$ cat src/rtl/inta_sequencer.sv
// -----------------------------------------------------------------------------
// inta_sequencer
//
// CPU-side interrupt-acknowledge sequencer for the 8259 PIC subsystem. When
// the master PIC raises INT while interrupts are enabled, it issues two
// active-low INTA pulses (PULSE_W cycles low, GAP_W cycles high between them).
// It captures the vector from the data bus at the last edge of the second
// pulse and presents it with a one-cycle strobe. The FSM then waits RECOVER_W
// cycles before INT is looked at again.
//
// Parameters:
//   PULSE_W    cycles each INTA pulse is held low          (1..15)
//   GAP_W      cycles INTA is high between the two pulses  (1..15)
//   RECOVER_W  cycles after completion before INT is resampled (1..15)
//
// Ports:
//   clk        in   system clock, rising edge
//   reset      in   asynchronous, active-high reset
//   intReq     in   INT from the master 8259, synchronous to clk
//   intEnable  in   CPU interrupt enable; only gates the start of a sequence
//   dataBus    in   [7:0] PIC data bus, vector valid during pulse 2
//   inta_n     out  INTA strobe to all PICs, active-low, registered
//   vector     out  [7:0] last captured vector, held until the next capture
//   vecValid   out  one-cycle strobe in the cycle vector is updated
//   busy       out  high in every state except IDLE
//   dbg_state  out  [2:0] current FSM state (IDLE encodes as 0)
//
// vecValid is a strobe with no ready/backpressure: the core must take the
// vector in the cycle vecValid is high, or read the held vector later.
// -----------------------------------------------------------------------------
module inta_sequencer #(
  parameter int PULSE_W   = 4,
  parameter int GAP_W     = 2,
  parameter int RECOVER_W = 2
) (
  input  logic       clk,
  input  logic       reset,
  input  logic       intReq,
  input  logic       intEnable,
  input  logic [7:0] dataBus,
  output logic       inta_n,
  output logic [7:0] vector,
  output logic       vecValid,
  output logic       busy,
  output logic [2:0] dbg_state
);

  typedef enum logic [2:0] {
    IDLE    = 3'd0,
    P1      = 3'd1,
    GAP     = 3'd2,
    P2      = 3'd3,
    DONE    = 3'd4,
    RECOVER = 3'd5
  } state_t;

  localparam logic [3:0] PULSE_LD   = 4'(PULSE_W - 1);
  localparam logic [3:0] GAP_LD     = 4'(GAP_W - 1);
  localparam logic [3:0] RECOVER_LD = 4'(RECOVER_W - 1);

  state_t     state, state_nxt;
  logic [3:0] cnt, cnt_nxt;
  logic       capture;
  logic       start;

  assign start = intReq & intEnable;

  // Next-state / counter logic
  always_comb begin
    state_nxt = state;
    cnt_nxt   = cnt;
    capture   = 1'b0;
    case (state)
      IDLE: begin
        if (start) begin
          state_nxt = P1;
          cnt_nxt   = PULSE_LD;
        end
      end
      P1: begin
        if (cnt == 4'd0) begin
          state_nxt = GAP;
          cnt_nxt   = GAP_LD;
        end else begin
          cnt_nxt = cnt - 4'd1;
        end
      end
      GAP: begin
        if (cnt == 4'd0) begin
          state_nxt = P2;
          cnt_nxt   = PULSE_LD;
        end else begin
          cnt_nxt = cnt - 4'd1;
        end
      end
      P2: begin
        if (cnt == 4'd0) begin
          // Capture on the final edge of pulse 2, while inta_n is still low.
          state_nxt = DONE;
          cnt_nxt   = 4'd0;
          capture   = 1'b1;
        end else begin
          cnt_nxt = cnt - 4'd1;
        end
      end
      DONE: begin
        state_nxt = RECOVER;
        cnt_nxt   = RECOVER_LD;
      end
      RECOVER: begin
        if (cnt == 4'd0) begin
          // The edge that ends RECOVER is also the first edge at which INT is
          // sampled again, so a still-pending request starts the next
          // sequence directly; otherwise busy drops as IDLE is entered.
          if (start) begin
            state_nxt = P1;
            cnt_nxt   = PULSE_LD;
          end else begin
            state_nxt = IDLE;
            cnt_nxt   = 4'd0;
          end
        end else begin
          cnt_nxt = cnt - 4'd1;
        end
      end
      default: begin
        state_nxt = IDLE;
        cnt_nxt   = 4'd0;
      end
    endcase
  end

  // State register; inta_n and vecValid are registered decodes of the next
  // state so they switch on the same edge as the state and never glitch.
  always_ff @(posedge clk or posedge reset) begin
    if (reset) begin
      state    <= IDLE;
      cnt      <= 4'd0;
      inta_n   <= 1'b1;
      vector   <= 8'h00;
      vecValid <= 1'b0;
    end else begin
      state    <= state_nxt;
      cnt      <= cnt_nxt;
      inta_n   <= !((state_nxt == P1) || (state_nxt == P2));
      vecValid <= (state_nxt == DONE);
      if (capture) begin
        vector <= dataBus;
      end
    end
  end

  assign busy      = (state != IDLE);
  assign dbg_state = state;

endmodule
$ cat config.mk
export PLATFORM = sky130hd
export DESIGN_NAME = inta_sequencer
export DESIGN_NICKNAME = d
export VERILOG_FILES = /design/src/rtl/inta_sequencer.sv
export SDC_FILE = /design/constraint.sdc
export NUM_CORES = 1
export LEC_CHECK = 0
export ABC_CLOCK_PERIOD_IN_PS = 1500
export BUFFER_PORTS_ARGS = -buffer_cell sky130_fd_sc_hd__buf_2
export CORE_MARGIN = 2
export CORE_UTILIZATION = 44
export DETAILED_ROUTE_END_ITERATION = 12
export PLACE_DENSITY = 0.72
export SLEW_MARGIN = 40
export SYNTH_ARGS = -nofsm -noshare
export SYNTH_HDL_FRONTEND = slang
export SYNTH_SLANG_ARGS = --single-unit
$ cat constraint.sdc
create_clock -name clk -period 1.5 [get_ports clk]
set_input_delay 0 -clock clk [delete_from_list [all_inputs] [get_ports clk]]
set_output_delay 0 -clock clk [all_outputs]
set_load 0.005 [all_outputs]
==> metrics.txt, run 1 <==
outcome=finished clean; peak ir drop on the vdd network=0.001311 V; fraction of synthesized cell area taken by the top area cell type=a little under half; number of I/O pins=26; final setup vio count=0; Filler Cell Count=152; port bufs=25; RSZ-0062 raised after global routing=true; static leakage power=between 0.6 and 0.7 nW; deepest clock path buffer count=2; count of mapped cells out of synthesis=74; aggregate negative setup slack=0 ns; NumNets Final=137; Crit path largest cell delay=0.40 ns; non-filler cells in the finished layout=149; Worst Path Buf+Inv=1; Synth Net Count=88; PD cells=1946 nW/um^2; Routed WL=2.180 mm; routed via count=788; number of warnings printed during yosys synthesis=0; CTS tree=done; Storage cell area=426.7 um^2; number of DRC violations after detailed-routing iteration 0=25; DIE AREA=2395 um^2; worst hold slack across all endpoints=0.05332 ns; Initial Utilization=45.75%; async set-reset flop share out of synthesis=100.0%; worst setup skew after layout=0.002361 ns; row count=16; Crit path arrival time=around 1.7 ns; top area cells in the synthesized netlist=sky130_fd_sc_hd__dfrtp_1, sky130_fd_sc_hd__mux2_4, sky130_fd_sc_hd__buf_6; minimum clock period=roughly 1.5 ns; clock-pin slew on the worst setup and hold paths=~0.10 ns; DR pass1 iterations=6; placed cell count=134; Final GP Congestion=0.8254; max-capacitance violation count=0; residual DRC count=0; utilization after layout=67.40%; share of the clock period used by the worst path=99.58%; Std-Cell Core Area=just under 2000 um^2; GRT Residual Overflow=0; initial antenna violation count=0; Commonest cells post-synth=sky130_fd_sc_hd__dfrtp_1, sky130_fd_sc_hd__mux2_4, sky130_fd_sc_hd__nor2_1; diodes inserted=0; largest area contributor in the netlist=sky130_fd_sc_hd__dfrtp_1; post-synth cell types=29; CTS Root Buffer Type=sky130_fd_sc_hd__clkbuf_4; leading cell type by number of instances after synthesis=sky130_fd_sc_hd__dfrtp_1; data required time at the worst endpoint=approximately 1.7 ns; share of layout cells above drive strength 1=53.28%; antenna-violating nets left=0; wire length of the first global-routing pass=roughly 3.6 mm; GR Util All Layers=approximately a fifth; kind of launch point of the worst setup path=flop; average wire length per cell after detail routing=14.63 um; endpoint class of the critical path=flop; Chip Width=48.94 um; cell area after synthesis=888.4 um^2; number of pins exceeding their max-slew limit in the final report=0; die outline height=48.94 um; CTS sink cnt=17; pin count of the biggest net entering global routing=18; FMAX=669.5 MHz; final non-filler cell area=around 1300 um^2; number of register bits inferred by synthesis=17; detailed placer's ending HPWL=1.370 mm; Critical Path Fanout Max=5; critical-path cell with the highest stage delay=sky130_fd_sc_hd__dfrtp_1; area growth from synthesis to final layout=47.32%; final count of hold timing violations=0; post-synthesis sequential area ratio=48.03%; leading register cell type out of synthesis=sky130_fd_sc_hd__dfrtp_1; footprint of the multi-input gates=481.7 um^2; worst skew pair latency=around 0.28 ns; Num CTS Buffers=3; Tightest Pin Transition=0.6556 ns; Max-Slew Margin vs Limit=56.24%; crit-path leading delay family=simple AND/OR/NAND/NOR gates; Worst Path Class, Setup=flop to flop; syn_area_per_cell=12.00 um^2; detailed-route vias per instance=around 5.3; Hold/Removal Path Class=primary input to flop; number of enable-type register cells in the synthesized netlist=0; total number of H-tree levels=1; vias in the first global route=798; worst-path cell chain=inv_2 -> ha_4 -> and4bb_4 -> nand3b_4 -> mux2_4; post-detailed-placement cell area=1104 um^2
==> worst register-to-register path, delay by kind of cell (launching register included) <==
family	cells	cell delay [ns]
buffers and inverters	1	0.09
DFF	1	0.40
and+or+nand+nor	2	0.44
muxes	1	0.33
adders and majority gates	1	0.14
==> routing by layer <==
metal / part of all wire (%) / wire length, um / track usage (%) / up-vias
met3: 6.3 / 137 / 3.067 / 4
li1: - / - / - / 358
met5: 0 / 0 / 0 / -
met4: 1.2 / 26 / 5.238 / 0
met1: 41 / 893 / 25.65 / 394
met2: 51 / 1122 / 33.56 / 32
==> kinds of logic (layout without fill, tap and decap cells) <==
| kind of cell | count (synthesis) | count (layout) | synth area share [%] |
|---|---|---|---|
| adder cells (fa/ha/maj) | 2 | 2 | 2.816 |
| AO/OA/AOI/OAI | 14 | 14 | 10.42 |
| flip-flops | 17 | 17 | 48.03 |
| buffers and inverters | 9 | 56 | 6.338 |
| AND/OR/NAND/NOR | 21 | 22 | 15.91 |
| XOR/XNOR | 3 | 3 | 2.958 |
| multiplexers | 8 | 8 | 13.52 |
==> what timing repair did <==
action,CTS,global route
setup endpoints to repair,12,15
gates resized for setup,8,7
gates cloned,1,0
hold buffers,9,0
pin swaps,2,3
setup buffers,1,1
hold endpoints to repair,24,0
==> layout make-up <==
cell class	instances	share of cell area, %
Multi-Input combinational cell	49	36.81
Timing Repair Buffer	48	24.76
Clock buffer	3	1.721
Sequential cell	17	32.60
Tap cell	27	2.581
Inverter	4	1.147
Clock inverter	1	0.3824
==> through the flow <==
stage                     total power [mW]  worst slack (ns)
final                                2.547          0.006340
after detailed placement             2.079          -0.06782
after floorplan                      1.593          -0.03676
after CTS                            2.445          0.005140
after global routing                 2.754          -0.06818
after global placement               2.037          -0.02525
==> flip-flops by register name, indices dropped and copies added, names as in the netlist <==
register and flops:
dbg_state 3, cnt 4, vecValid 1, inta_n 1, vector 8
==> placed cells by master, fill, tap and decap left out, types with 2 or more instances in the layout <==
cell and count:
sky130_fd_sc_hd__buf_2 25, sky130_fd_sc_hd__dfrtp_1 16, sky130_fd_sc_hd__buf_4 13, sky130_fd_sc_hd__dlygate4sd3_1 9, sky130_fd_sc_hd__mux2_4 8, sky130_fd_sc_hd__nor2_1 5, sky130_fd_sc_hd__o21ai_0 4, sky130_fd_sc_hd__a21oi_1 3
sky130_fd_sc_hd__nand2b_1 3, sky130_fd_sc_hd__clkbuf_4 3, sky130_fd_sc_hd__nand3b_4 2, sky130_fd_sc_hd__nor4_1 2, sky130_fd_sc_hd__nand2_1 2, sky130_fd_sc_hd__or3_1 2, sky130_fd_sc_hd__inv_2 2, sky130_fd_sc_hd__inv_1 2
sky130_fd_sc_hd__ha_4 2
==> path summary, 6_finish.rpt <==
| kind | startpoint | end | slack [ns] | cells past startpoint |
|---|---|---|---|---|
| worst max-delay path | cnt[0]$_DFFE_PP0P_ | vector[7]$_DFFE_PP0P_ | 0.006 | 5 |
| worst min-delay path | intEnable | cnt[0]$_DFFE_PP0P_ | 0.05 | 3 |
| worst max register to register | cnt[0]$_DFFE_PP0P_ | vector[7]$_DFFE_PP0P_ | 0.006 | 5 |
| worst min register to register | vector[3]$_DFFE_PP0P_ | vector[3]$_DFFE_PP0P_ | 0.51 | 1 |
| max in group asynchronous | reset | vector[2]$_DFFE_PP0P_ | 0.71 | 3 |
| min in group asynchronous | reset | dbg_state[0]$_DFF_PP0_ | 0.38 | 3 |
==> power by group <==
| part | total (mW) | leakage, nW | internal (mW) | switching (mW) |
|---|---|---|---|---|
| clock network | 0.242 | 0.0177 | 0.0988 | 0.143 |
| registers | 0.834 | 0.203 | 0.681 | 0.153 |
| logic | 1.47 | 0.454 | 0.837 | 0.634 |
No activity file was read; power rests on OpenSTA's default activity.
==> run 2: changes to the inputs <==
Settings changed: CAP_MARGIN set to 20, CORE_MARGIN 2 to 8, RECOVER_POWER set to 50.
==> metrics.txt, run 2 (synthesis results as in run 1) <==
footprint of the multi-input gates=469.2 um^2 (-2.6%); die outline height=60.94 um (+25%); endpoint class of the critical path=flop; fraction of met3 tracks used by global routing=4.873% (+1.8 points); pin count of the biggest net entering global routing=18 (unchanged); detailed placer's ending HPWL=1.568 mm (+14%); max FFs per register=8 (unchanged); share of layout cells above drive strength 1=47.97% (-5.3 points); Filler Cell Count=155 (+2.0%); max-capacitance violation count=0 (unchanged); cell count of the worst reg-to-reg path=6 (+1); worst skew pair latency=0.30 ns (+0.02 ns); CTS Root Buffer Type=sky130_fd_sc_hd__clkbuf_4; port bufs=25 (unchanged); wire length of the first global-routing pass=3.670 mm (+0.94%); GR Util All Layers=13.43% (-6.1 points); minimum clock period=1.511 ns (+0.01709 ns); Routed WL=2.328 mm (+6.8%); critical-path cell with the highest stage delay=sky130_fd_sc_hd__dfrtp_1; number of DRC violations after detailed-routing iteration 0=11 (-56%); GRT Residual Overflow=0 (unchanged); placed cell count=133 (-0.75%); hold path startpoint=intEnable; data required time at the worst endpoint=1.72 ns (+0.04 ns); worst-path cell chain=inv_2 -> ha_4 -> and4bb_4 -> buf_6 -> or3_1 -> a31oi_1; share of the clock period used by the worst path=100.7% (+1.1 points); most flop-heavy register=vector; startpoint of the most critical register-to-register path=cnt[1]$_DFFE_PP0P_; Crit path arrival time=1.73 ns (+0.06 ns); Hold/Removal Path Class=primary input to flop; CTS sink cnt=17 (unchanged); Std-Cell Core Area=1942 um^2 (unchanged); DIE AREA=3713 um^2 (+55%); peak-usage layer in the global routing report=met2; RSZ-0062 raised after global routing=true; PD cells=1984 nW/um^2 (+1.9%); Tightest Pin Transition=0.6121 ns (-0.04354 ns); Worst Path Buf+Inv=2 (+1); diodes inserted=0 (unchanged); post-place setup slack=-0.07769 ns (-0.009867 ns); Final GP Congestion=0.8359 (+1.3%); row count=16 (unchanged); setup slack of the most critical reg-to-reg path=-0.01 ns (-0.02 ns); peak ir drop on the vdd network=0.001150 V (-12%); Power, Total=2.584 mW (+1.4%); FMAX=661.9 MHz (-1.1%); Critical Path Fanout Max=7 (+2); Worst Path Class, Setup=flop to flop; Num CTS Buffers=3 (unchanged); deepest clock path buffer count=2 (unchanged); Hold Path Cell Cnt=3 (unchanged); DR pass1 iterations=4 (-2); non-filler cells in the finished layout=150 (+0.67%); Crit path largest cell delay=0.38 ns (-0.02 ns); NumNets Final=138 (+0.73%); worst flop-to-flop path endpoint=cnt[1]$_DFFE_PP0P_; final setup vio count=1 (+1); final count of hold timing violations=0 (unchanged); worst setup skew after layout=0.005751 ns (+0.003390 ns); Storage cell area=426.7 um^2 (unchanged); number of pins exceeding their max-slew limit in the final report=0 (unchanged); top library cells by usage in the layout, fill and taps aside=sky130_fd_sc_hd__buf_2, sky130_fd_sc_hd__dfrtp_1, sky130_fd_sc_hd__buf_4; detailed-route vias per instance=4.907 (-7.2%); violations in the final reports=negative setup slack; area growth from synthesis to final layout=46.62%; number of I/O pins=26 (unchanged); CTS tree=done; routed via count=736 (-6.6%); Max-Slew Margin vs Limit=59.15% (+2.9 points); antenna-violating nets left=0 (unchanged); crit path setup slack, layout=-0.01075 ns (-0.01709 ns); crit-path leading delay family=simple AND/OR/NAND/NOR gates; met1 global-route usage=14.96% (-11 points); kind of launch point of the worst setup path=flop; Endpoint, Worst Hold=cnt[0]$_DFFE_PP0P_; met2 demand-to-capacity share in global routing=24.13% (-9.4 points); most common cell after layout, fill and taps aside=sky130_fd_sc_hd__buf_2; average wire length per cell after detail routing=15.52 um (+6.1%); initial antenna violation count=0 (unchanged); Initial Utilization=45.75% (unchanged); residual DRC count=0 (unchanged); total number of H-tree levels=1 (unchanged); vias in the first global route=788 (-1.3%); clock-pin slew on the worst setup and hold paths=0.10 ns (about the same); static leakage power=0.6637 nW (-1.5%); Chip Width=60.94 um (+25%); outcome=finished with violations
run 2: cell count changes in the layout (fill, tap and decap cells not counted), sizes merged:
cell    previous run  this run
clkbuf             3         7
buf               39        36
run 2: cell type report:
| type | instances | area share (%) |
|---|---|---|
| repair buffers | 49 | 25.36 |
| inverters | 4 | 1.153 |
| flip-flops and latches | 17 | 32.76 |
| clock buffers | 3 | 1.729 |
| well taps | 27 | 2.594 |
| clock inverters | 1 | 0.3842 |
| multi-input cells | 49 | 36.02 |
run 2: how the worst max path moves through the flow:
stage	slack, ns	depth (start not counted)	start	end
floorplan	-0.04	7	cnt[0]$_DFFE_PP0P_	vector[0]$_DFFE_PP0P_
global placement	-0.02	6	cnt[0]$_DFFE_PP0P_	cnt[1]$_DFFE_PP0P_
detailed placement	-0.08	6	cnt[1]$_DFFE_PP0P_	cnt[1]$_DFFE_PP0P_
CTS	0.004	6	cnt[0]$_DFFE_PP0P_	cnt[1]$_DFFE_PP0P_
global route	-0.12	7	cnt[0]$_DFFE_PP0P_	inta_n$_DFF_PP1_
finish	-0.01	6	cnt[1]$_DFFE_PP0P_	cnt[1]$_DFFE_PP0P_
run 2: layer usage:
metal,wire length (um),vias up
met1,952,357
met4,4,0
met5,0,-
met3,124,2
li1,-,359
met2,1247,18
run 2: through the flow:
step	hold slack (ns)	setup TNS, ns	area [um^2]	utilization [%]
2_1_floorplan	-0.07466	-0.2941	892.1	-
3_5_place_dp	0.1028	-0.5517	1096	56.44
3_3_place_gp	0.1008	-0.02343	1096	56.44
4_1_cts	0.04021	0	1267	65.27
6_report	0.04549	-0.01075	1303	67.07
5_1_grt	0.03730	-0.5677	1303	67.07
run 2: worst register-to-register path, delay by kind of cell, from the launching register on:
family                   cells  cell delay (ns)
AND/OR/NAND/NOR              2             0.57
flip-flops                   1             0.38
buffers and inverters        2             0.20
adder cells (fa/ha/maj)      1             0.16
AO/OA/AOI/OAI                1             0.14
run 2: repair_timing:
item | CTS | global route
setup buffers | 1 | 2
hold buffers | 9 | 0
endpoints found under the setup margin | 13 | 13
gates resized for setup | 9 | 4
cloned | 1 | 0
pin swaps | 2 | 2
endpoints found under the hold margin | 24 | 0
run 2: power by group:
group | internal [mW] | total, mW | switching (mW)
clock | 0.0994 | 0.245 | 0.146
combinational | 0.850 | 1.50 | 0.647
sequential | 0.681 | 0.842 | 0.160
